--- src/rtl/mcpu_iomap_if.sv ---
// mcpu_iomap_if: main CPU I/O bus between the CPU wrapper (master) and the
// I/O-space decoder (slave). Carries decoded strobes, address, write data and
// the registered read data / read-select returned to the CPU data-in mux.
interface mcpu_iomap_if;
  logic [15:0] mcpu_ab;
  logic [7:0]  mcpu_dout;
  logic        mcpu_wr;
  logic        mcpu_rd;
  logic        mcpu_io;
  logic        mcpu_m1;
  logic [7:0]  io_dout;
  logic        io_sel;

  modport master (
    output mcpu_ab, mcpu_dout, mcpu_wr, mcpu_rd, mcpu_io, mcpu_m1,
    input  io_dout, io_sel
  );

  modport slave (
    input  mcpu_ab, mcpu_dout, mcpu_wr, mcpu_rd, mcpu_io, mcpu_m1,
    output io_dout, io_sel
  );
endinterface

--- src/rtl/mcpu_iomap.sv ---
// mcpu_iomap: Z80 I/O-space decoder for the main CPU.
//   - read map 0x00..0x05 (inputs + status), everything else reads 0xFF
//   - write map 0x10 sound latch, 0x11 control reg, 0x12 watchdog kick
//   - main-to-sound command latch with full/overrun handshake
//   - optional frame watchdog, enabled by defining MCPU_IOMAP_WDOG_EN
module mcpu_iomap #(
  parameter logic [7:0] WDOG_FRAMES  = 8'd60,
  parameter logic [7:0] WDOG_RST_LEN = 8'd32
) (
  input  logic             clk_sys,
  input  logic             reset_n,
  mcpu_iomap_if.slave      bus,
  input  logic             vb,
  input  logic [7:0]       p1,
  input  logic [7:0]       p2,
  input  logic [7:0]       system,
  input  logic [7:0]       dsw1,
  input  logic [7:0]       dsw2,
  output logic [7:0]       snd_latch,
  output logic             snd_full,
  input  logic             snd_rd,
  output logic             flip,
  output logic             coin_cnt1,
  output logic             coin_cnt2,
  output logic             wdog_reset
);

  localparam logic [7:0] A_P1    = 8'h00;
  localparam logic [7:0] A_P2    = 8'h01;
  localparam logic [7:0] A_SYS   = 8'h02;
  localparam logic [7:0] A_DSW1  = 8'h03;
  localparam logic [7:0] A_DSW2  = 8'h04;
  localparam logic [7:0] A_STAT  = 8'h05;
  localparam logic [7:0] A_SND   = 8'h10;
  localparam logic [7:0] A_CTRL  = 8'h11;
  localparam logic [7:0] A_KICK  = 8'h12;

  logic [7:0] addr;
  logic       ioc, wr_cond, rd_cond;

  // Interrupt-acknowledge cycles (io & m1) are never decoded.
  assign addr    = bus.mcpu_ab[7:0];
  assign ioc     = bus.mcpu_io & ~bus.mcpu_m1;
  assign wr_cond = ioc & bus.mcpu_wr;
  assign rd_cond = ioc & bus.mcpu_rd;

  logic wr_q, rd_q, wr_arm, rd_arm;
  logic wr_stb, stat_stb;
  logic snd_rd_q, snd_rd_stb;

  // Edge detectors producing registered one-cycle strobes. The arm flags keep
  // a strobe from firing for a cycle already in progress when reset releases:
  // the condition must be seen low once before a rising edge counts.
  always_ff @(posedge clk_sys or negedge reset_n) begin
    if (!reset_n) begin
      wr_q       <= 1'b0;
      rd_q       <= 1'b0;
      wr_arm     <= 1'b0;
      rd_arm     <= 1'b0;
      wr_stb     <= 1'b0;
      stat_stb   <= 1'b0;
      snd_rd_q   <= 1'b0;
      snd_rd_stb <= 1'b0;
    end else begin
      wr_q       <= wr_cond;
      rd_q       <= rd_cond;
      wr_arm     <= wr_arm | ~wr_cond;
      rd_arm     <= rd_arm | ~rd_cond;
      wr_stb     <= wr_cond & ~wr_q & wr_arm;
      stat_stb   <= rd_cond & ~rd_q & rd_arm & (addr == A_STAT);
      snd_rd_q   <= snd_rd;
      snd_rd_stb <= snd_rd & ~snd_rd_q;
    end
  end

  logic wr_latch, wr_ctrl;
  assign wr_latch = wr_stb & (addr == A_SND);
  assign wr_ctrl  = wr_stb & (addr == A_CTRL);

  // A status read clears the sticky bits only once the read cycle ends, so the
  // CPU samples a stable value for the whole cycle.
  logic clr_pend, stat_clr;
  assign stat_clr = clr_pend & ~rd_cond;

  // Deferred status-clear tracking.
  always_ff @(posedge clk_sys or negedge reset_n) begin
    if (!reset_n)        clr_pend <= 1'b0;
    else if (stat_stb)   clr_pend <= 1'b1;
    else if (!rd_cond)   clr_pend <= 1'b0;
  end

  logic overrun;

  // Sound command latch: a write beats a same-cycle consume, and a write onto
  // an unread command flags overrun unless the consume lands in that cycle.
  always_ff @(posedge clk_sys or negedge reset_n) begin
    if (!reset_n) begin
      snd_latch <= 8'h00;
      snd_full  <= 1'b0;
      overrun   <= 1'b0;
    end else begin
      if (wr_latch) begin
        snd_latch <= bus.mcpu_dout;
        snd_full  <= 1'b1;
      end else if (snd_rd_stb) begin
        snd_full  <= 1'b0;
      end
      if (wr_latch && snd_full && !snd_rd_stb) overrun <= 1'b1;
      else if (stat_clr)                       overrun <= 1'b0;
    end
  end

  // Control register: flip and coin counters, upper data bits ignored.
  always_ff @(posedge clk_sys or negedge reset_n) begin
    if (!reset_n) begin
      flip      <= 1'b0;
      coin_cnt1 <= 1'b0;
      coin_cnt2 <= 1'b0;
    end else if (wr_ctrl) begin
      flip      <= bus.mcpu_dout[0];
      coin_cnt1 <= bus.mcpu_dout[1];
      coin_cnt2 <= bus.mcpu_dout[2];
    end
  end

  logic wdog_fired;

`ifdef MCPU_IOMAP_WDOG_EN
  logic       wr_kick, vb_q, vb_edge, wdog_fire;
  logic [7:0] wd_cnt, rst_cnt;

  assign wr_kick   = wr_stb & (addr == A_KICK);
  assign vb_edge   = vb & ~vb_q;
  // Frames seen during the reset pulse are ignored; a kick beats a vb edge.
  assign wdog_fire = vb_edge & ~wdog_reset & ~wr_kick &
                     (wd_cnt == WDOG_FRAMES - 8'd1);

  // Frame counter: counts vblank rising edges since the last kick.
  always_ff @(posedge clk_sys or negedge reset_n) begin
    if (!reset_n) begin
      vb_q   <= 1'b0;
      wd_cnt <= 8'h00;
    end else begin
      vb_q <= vb;
      if (wr_kick)                      wd_cnt <= 8'h00;
      else if (vb_edge && !wdog_reset)  wd_cnt <= wdog_fire ? 8'h00 : wd_cnt + 8'd1;
    end
  end

  // Reset pulse: high for exactly WDOG_RST_LEN cycles after the fire.
  always_ff @(posedge clk_sys or negedge reset_n) begin
    if (!reset_n) begin
      wdog_reset <= 1'b0;
      rst_cnt    <= 8'h00;
      wdog_fired <= 1'b0;
    end else begin
      if (wdog_fire) begin
        wdog_reset <= 1'b1;
        rst_cnt    <= WDOG_RST_LEN - 8'd1;
      end else if (wdog_reset) begin
        if (rst_cnt == 8'h00) wdog_reset <= 1'b0;
        else                  rst_cnt    <= rst_cnt - 8'd1;
      end
      if (wdog_fire)     wdog_fired <= 1'b1;
      else if (stat_clr) wdog_fired <= 1'b0;
    end
  end
`else
  assign wdog_reset = 1'b0;
  assign wdog_fired = 1'b0;
  logic unused_wdog;
  assign unused_wdog = &{1'b0, vb, WDOG_FRAMES, WDOG_RST_LEN};
`endif

  logic unused_ab;
  assign unused_ab = &{1'b0, bus.mcpu_ab[15:8]};

  logic [7:0] rd_mux;

  // Read data mux on the low address byte.
  always_comb begin
    rd_mux = 8'hFF;
    case (addr)
      A_P1:    rd_mux = p1;
      A_P2:    rd_mux = p2;
      A_SYS:   rd_mux = system;
      A_DSW1:  rd_mux = dsw1;
      A_DSW2:  rd_mux = dsw2;
      A_STAT:  rd_mux = {5'b0, wdog_fired, overrun, snd_full};
      default: rd_mux = 8'hFF;
    endcase
  end

  // Registered read path: io_dout tracks the mux during a read, else holds.
  always_ff @(posedge clk_sys or negedge reset_n) begin
    if (!reset_n) begin
      bus.io_sel  <= 1'b0;
      bus.io_dout <= 8'hFF;
    end else begin
      bus.io_sel <= rd_cond;
      if (rd_cond) bus.io_dout <= rd_mux;
    end
  end

endmodule

--- src/flat_wrapper.sv ---
// flat-port wrapper written by rule: the top's interface ports become plain ports
module mcpu_iomap_flat 
#(
  parameter logic [7:0] WDOG_FRAMES  = 8'd60,
  parameter logic [7:0] WDOG_RST_LEN = 8'd32
)
  (clk_sys, reset_n, vb, p1, p2, system, dsw1, dsw2, snd_latch, snd_full, snd_rd, flip, coin_cnt1, coin_cnt2, wdog_reset, bus_mcpu_ab, bus_mcpu_dout, bus_mcpu_wr, bus_mcpu_rd, bus_mcpu_io, bus_mcpu_m1, bus_io_dout, bus_io_sel);
  mcpu_iomap_if bus_i ();
  input  logic clk_sys;
  input  logic reset_n;
  input  logic vb;
  input  logic [7:0] p1;
  input  logic [7:0] p2;
  input  logic [7:0] system;
  input  logic [7:0] dsw1;
  input  logic [7:0] dsw2;
  output logic [7:0] snd_latch;
  output logic snd_full;
  input  logic snd_rd;
  output logic flip;
  output logic coin_cnt1;
  output logic coin_cnt2;
  output logic wdog_reset;
  input wire logic [$bits(bus_i.mcpu_ab)-1:0] bus_mcpu_ab;
  input wire logic [$bits(bus_i.mcpu_dout)-1:0] bus_mcpu_dout;
  input wire logic [$bits(bus_i.mcpu_wr)-1:0] bus_mcpu_wr;
  input wire logic [$bits(bus_i.mcpu_rd)-1:0] bus_mcpu_rd;
  input wire logic [$bits(bus_i.mcpu_io)-1:0] bus_mcpu_io;
  input wire logic [$bits(bus_i.mcpu_m1)-1:0] bus_mcpu_m1;
  output wire logic [$bits(bus_i.io_dout)-1:0] bus_io_dout;
  output wire logic [$bits(bus_i.io_sel)-1:0] bus_io_sel;
  assign bus_i.mcpu_ab = bus_mcpu_ab;
  assign bus_i.mcpu_dout = bus_mcpu_dout;
  assign bus_i.mcpu_wr = bus_mcpu_wr;
  assign bus_i.mcpu_rd = bus_mcpu_rd;
  assign bus_i.mcpu_io = bus_mcpu_io;
  assign bus_i.mcpu_m1 = bus_mcpu_m1;
  assign bus_io_dout = bus_i.io_dout;
  assign bus_io_sel = bus_i.io_sel;
  mcpu_iomap #(.WDOG_FRAMES(WDOG_FRAMES), .WDOG_RST_LEN(WDOG_RST_LEN)) u_core (.clk_sys(clk_sys), .reset_n(reset_n), .bus(bus_i), .vb(vb), .p1(p1), .p2(p2), .system(system), .dsw1(dsw1), .dsw2(dsw2), .snd_latch(snd_latch), .snd_full(snd_full), .snd_rd(snd_rd), .flip(flip), .coin_cnt1(coin_cnt1), .coin_cnt2(coin_cnt2), .wdog_reset(wdog_reset));
endmodule
--- config.mk ---
export PLATFORM = sky130hd
export DESIGN_NAME = mcpu_iomap_flat
export DESIGN_NICKNAME = d
export VERILOG_FILES = /design/src/rtl/mcpu_iomap_if.sv /design/src/rtl/mcpu_iomap.sv /design/src/flat_wrapper.sv
export SDC_FILE = /design/constraint.sdc
export NUM_CORES = 1
export LEC_CHECK = 0
export CAP_MARGIN = 20
export CORE_MARGIN = 2
export CORE_UTILIZATION = 41
export CTS_BUF_LIST = sky130_fd_sc_hd__clkbuf_8
export CTS_CLUSTER_SIZE = 10
export DETAILED_ROUTE_END_ITERATION = 10
export HOLD_SLACK_MARGIN = 0.15
export PLACE_DENSITY = 0.94
export SYNTH_ARGS = -nofsm -noshare
export SYNTH_HDL_FRONTEND = slang
export SYNTH_SLANG_ARGS = --single-unit
--- constraint.sdc ---
create_clock -name clk_sys -period 3.93 [get_ports clk_sys]
set_input_delay 0.5895 -clock clk_sys [delete_from_list [all_inputs] [get_ports clk_sys]]
set_output_delay 0.5895 -clock clk_sys [all_outputs]
set_load 0.02 [all_outputs]
==> impl_metrics.ini <==
[synthesis]
synth_edf_count = 0
synth_flop_cell = dfrtp_1
synth_cell_types = 36
yosys_warnings = 0
synth-seq-cells = 30
syn-instance-count = 132
synthesis.nets = 204
synth-async-reset-ratio_pct = 100
syn_avg_cell_area_um2 = 11.5
netlist_area_mm2 = 0.00152
ys_seq_area_share_pct = 50.1

[critical_path]
r2r_slack_ps = 2300
path_class = in2reg
critPathArrivalTime_ps = 2510
r2r-end = u_core.snd_latch[4]
startpoint_type = input port
end_kind = flip-flop
r2r_start = u_core.wr_stb
path_max_fanout = 21
cp.required_ps = 4130
ff2ff_path_depth = 4

[drt]
drt-initial-drc-count = 62
antenna_left = 0
drc = 0
routed.top_layer = met4
via_per_inst = 5.02
avgRoutedWirePerCell_um = 15.1
met1_length_um = 1600
drtPass1Iterations = 4
wl_met2_um = 2010
wl_met3_um = 315
drt-total-wl_um = 4000
dr_total_vias = 1331

[finish]
syn_to_final_growth_pct = 64.6
drive_above_1_share_pct = 15.2
diodes = 0
fillers = 265
seq_area_um2 = 761
multi_input_area_um2 = 706
fin_nets = 288

[sta]
finalHoldViolations = 0
worst_pin_slew_ps = 1020
finalCritPeriodShare_pct = 58.9
clock_skew_ps = 2.08
min_period_ps = 2310
tns_ps = 0
layout_setup_ws_ps = 1620
finalMaxSlewViolations = 0
hold_ws_ps = 398
setup_viol = 0
slew_headroom_pct = 31.9
grt_setup_unrepaired = false
max_freq_mhz = 432

[place]
preCtsSetupSlack_ps = 1310
io_buffers = 83
dp_hpwl_um = 3010
gp_congestion = 0.766

[grt]
grt_max_degree = 24
grt_pass1_vias = 1331
track_usage_pct = 20.5
gr-total-overflow = 0
antenna_found_initial = 0
grt_pass1_wl_um = 6440

[power]
power_leakage_uw = 0.00106
ir_drop_v = 0.000269
p_comb_share_pct = 17.1
pwr-share-seq_pct = 43.4
intPower_uw = 575
p_clk_share_pct = 39.5
sw_frac_of_total_pct = 21.9
power_switching_uw = 162
powerDensity_mw_per_mm2 = 295

[hold_path]
holdCritStartpoint = u_core.snd_rd_q
hold_path_depth = 1
hold_class = reg2reg
holdPathEnd = u_core.snd_rd_stb

[die]
start_util_pct = 42.1
core_mm2 = 0.00361
die_x_um = 64.8
die_h_um = 64.8
die_area_mm2 = 0.00420
io-pin-count = 94
fp-row-count = 22

[flow_run]
maxCapViolations = 0

[clock_tree]
ctsResizeCount = 0
cts_tree = built
clock_path_buffers = 2
clk_pin_slew_ps = 60
numCtsBuffers = 5
clock_latency_ps = 280
root_buffer = clkbuf_8
clock_sinks = 30
htree_num_levels = 2
holdBufCountCts = 0
post_cts.repair.setup_buffers = 0

[status]
status = complete, no violations
==> cell usage after synthesis (3+ instances only) <==
| master | count | area (µm²) |
|---|---|---|
| dfrtp_1 | 22 | 551 |
| clkbuf_1 | 4 | 15.0 |
| mux2_2 | 8 | 90.1 |
| mux2_1 | 11 | 124 |
| nor2_1 | 8 | 30.0 |
| a21oi_1 | 6 | 30.0 |
| nand2_1 | 12 | 45.0 |
| nor3_1 | 5 | 25.0 |
| nand2b_1 | 3 | 18.8 |
| a31oi_1 | 8 | 50.1 |
| mux2i_1 | 6 | 60.1 |
| dfstp_2 | 8 | 210 |
==> cell type report <==
cell class              instances  share of cell area (%)
clock buffers                   8                    4.41
inverters                       2                   0.301
multi-input cells              92                    28.3
flip-flops and latches         30                    30.5
well taps                      48                    2.40
repair buffers                 85                    34.2
==> registers in the layout (all words and copies together), names as in the netlist <==
register / count
u_core.bus.io_dout: 8
u_core.snd_latch: 8
u_core.clr_pend: 1
u_core.coin_cnt1: 1
u_core.coin_cnt2: 1
u_core.flip: 1
u_core.overrun: 1
u_core.rd_arm: 1
u_core.rd_q: 1
u_core.snd_full: 1
u_core.snd_rd_q: 1
u_core.snd_rd_stb: 1
u_core.stat_stb: 1
u_core.wr_arm: 1
u_core.wr_q: 1
u_core.wr_stb: 1
==> cell families (layout without fill, tap and decap cells) <==
group | count (synthesis) | in the layout | share of synthesized area [%]
other | 1 | 1 | 0.247
AND/OR/NAND/NOR | 46 | 46 | 18.0
multiplexers | 27 | 27 | 21.0
flip-flops | 30 | 30 | 50.1
AO/OA/AOI/OAI | 18 | 18 | 7.25
buffers and inverters | 10 | 95 | 3.38
==> worst max-delay path, cell delays in order <==
cell,delay [ps]
clkdlybuf4s50_1,1150
mux4_2,610
nand2_1,80
a31oi_1,80
==> worst max path at each step <==
| stage | from | endpoint | slack, ps | depth (start not counted) |
|---|---|---|---|---|
| floorplan | bus_mcpu_ab[2] | u_core.snd_latch[0] | 2020 | 5 |
| global placement | bus_mcpu_ab[0] | u_core.bus.io_dout[0] | 1320 | 4 |
| detailed placement | bus_mcpu_ab[0] | u_core.bus.io_dout[0] | 1310 | 4 |
| CTS | bus_mcpu_ab[0] | u_core.bus.io_dout[0] | 1610 | 4 |
| global route | bus_mcpu_ab[0] | u_core.bus.io_dout[6] | 1440 | 5 |
| finish | bus_mcpu_ab[0] | u_core.bus.io_dout[0] | 1620 | 4 |
==> cells in the final DEF, fill, tap and decap left out, types with 2 or more instances in the layout <==
master,netlist,final
clkdlybuf4s50_1,0,83
dfrtp_1,22,22
nand2_1,12,12
mux2_1,11,11
mux2_2,8,8
nor2_1,8,8
a31oi_1,8,8
clkbuf_8,0,8
dfstp_2,8,8
a21oi_1,6,6
mux2i_1,6,6
nor3_1,5,5
nand2b_1,3,3
nand3b_1,2,2
inv_1,2,2
and3_1,2,2
nor2b_1,2,2
mux4_2,2,2
a21o_1,2,2
==> power groups by stage <==
stage          Clock, µW  Combinational [µW]  Sequential [µW]
3_5_place_dp           0                 124              325
3_3_place_gp           0                 121              324
2_1_floorplan          0                35.4              330
5_1_grt              315                 135              320
4_1_cts              295                 125              319
6_report             291                 126              319
==> through the flow <==
step                utilization [%]  power [µW]  instance area, µm²  instances
floorplan                         -         365                1520        132
global placement               65.8         445                2370        256
detailed placement             65.8         448                2370        256
CTS                            68.8         740                2480        264
global route                   69.3         769                2500        265
finish                         69.3         736                2500        265
==> per-layer routing <==
| metal | GRT usage [%] | up-vias |
|---|---|---|
| met5 | 0 | - |
| met4 | 8.78 | 0 |
| met3 | 7.29 | 7 |
| met2 | 34.1 | 51 |
| met1 | 23.8 | 631 |
| li1 | - | 642 |
Power figures use the tool's default switching activity.
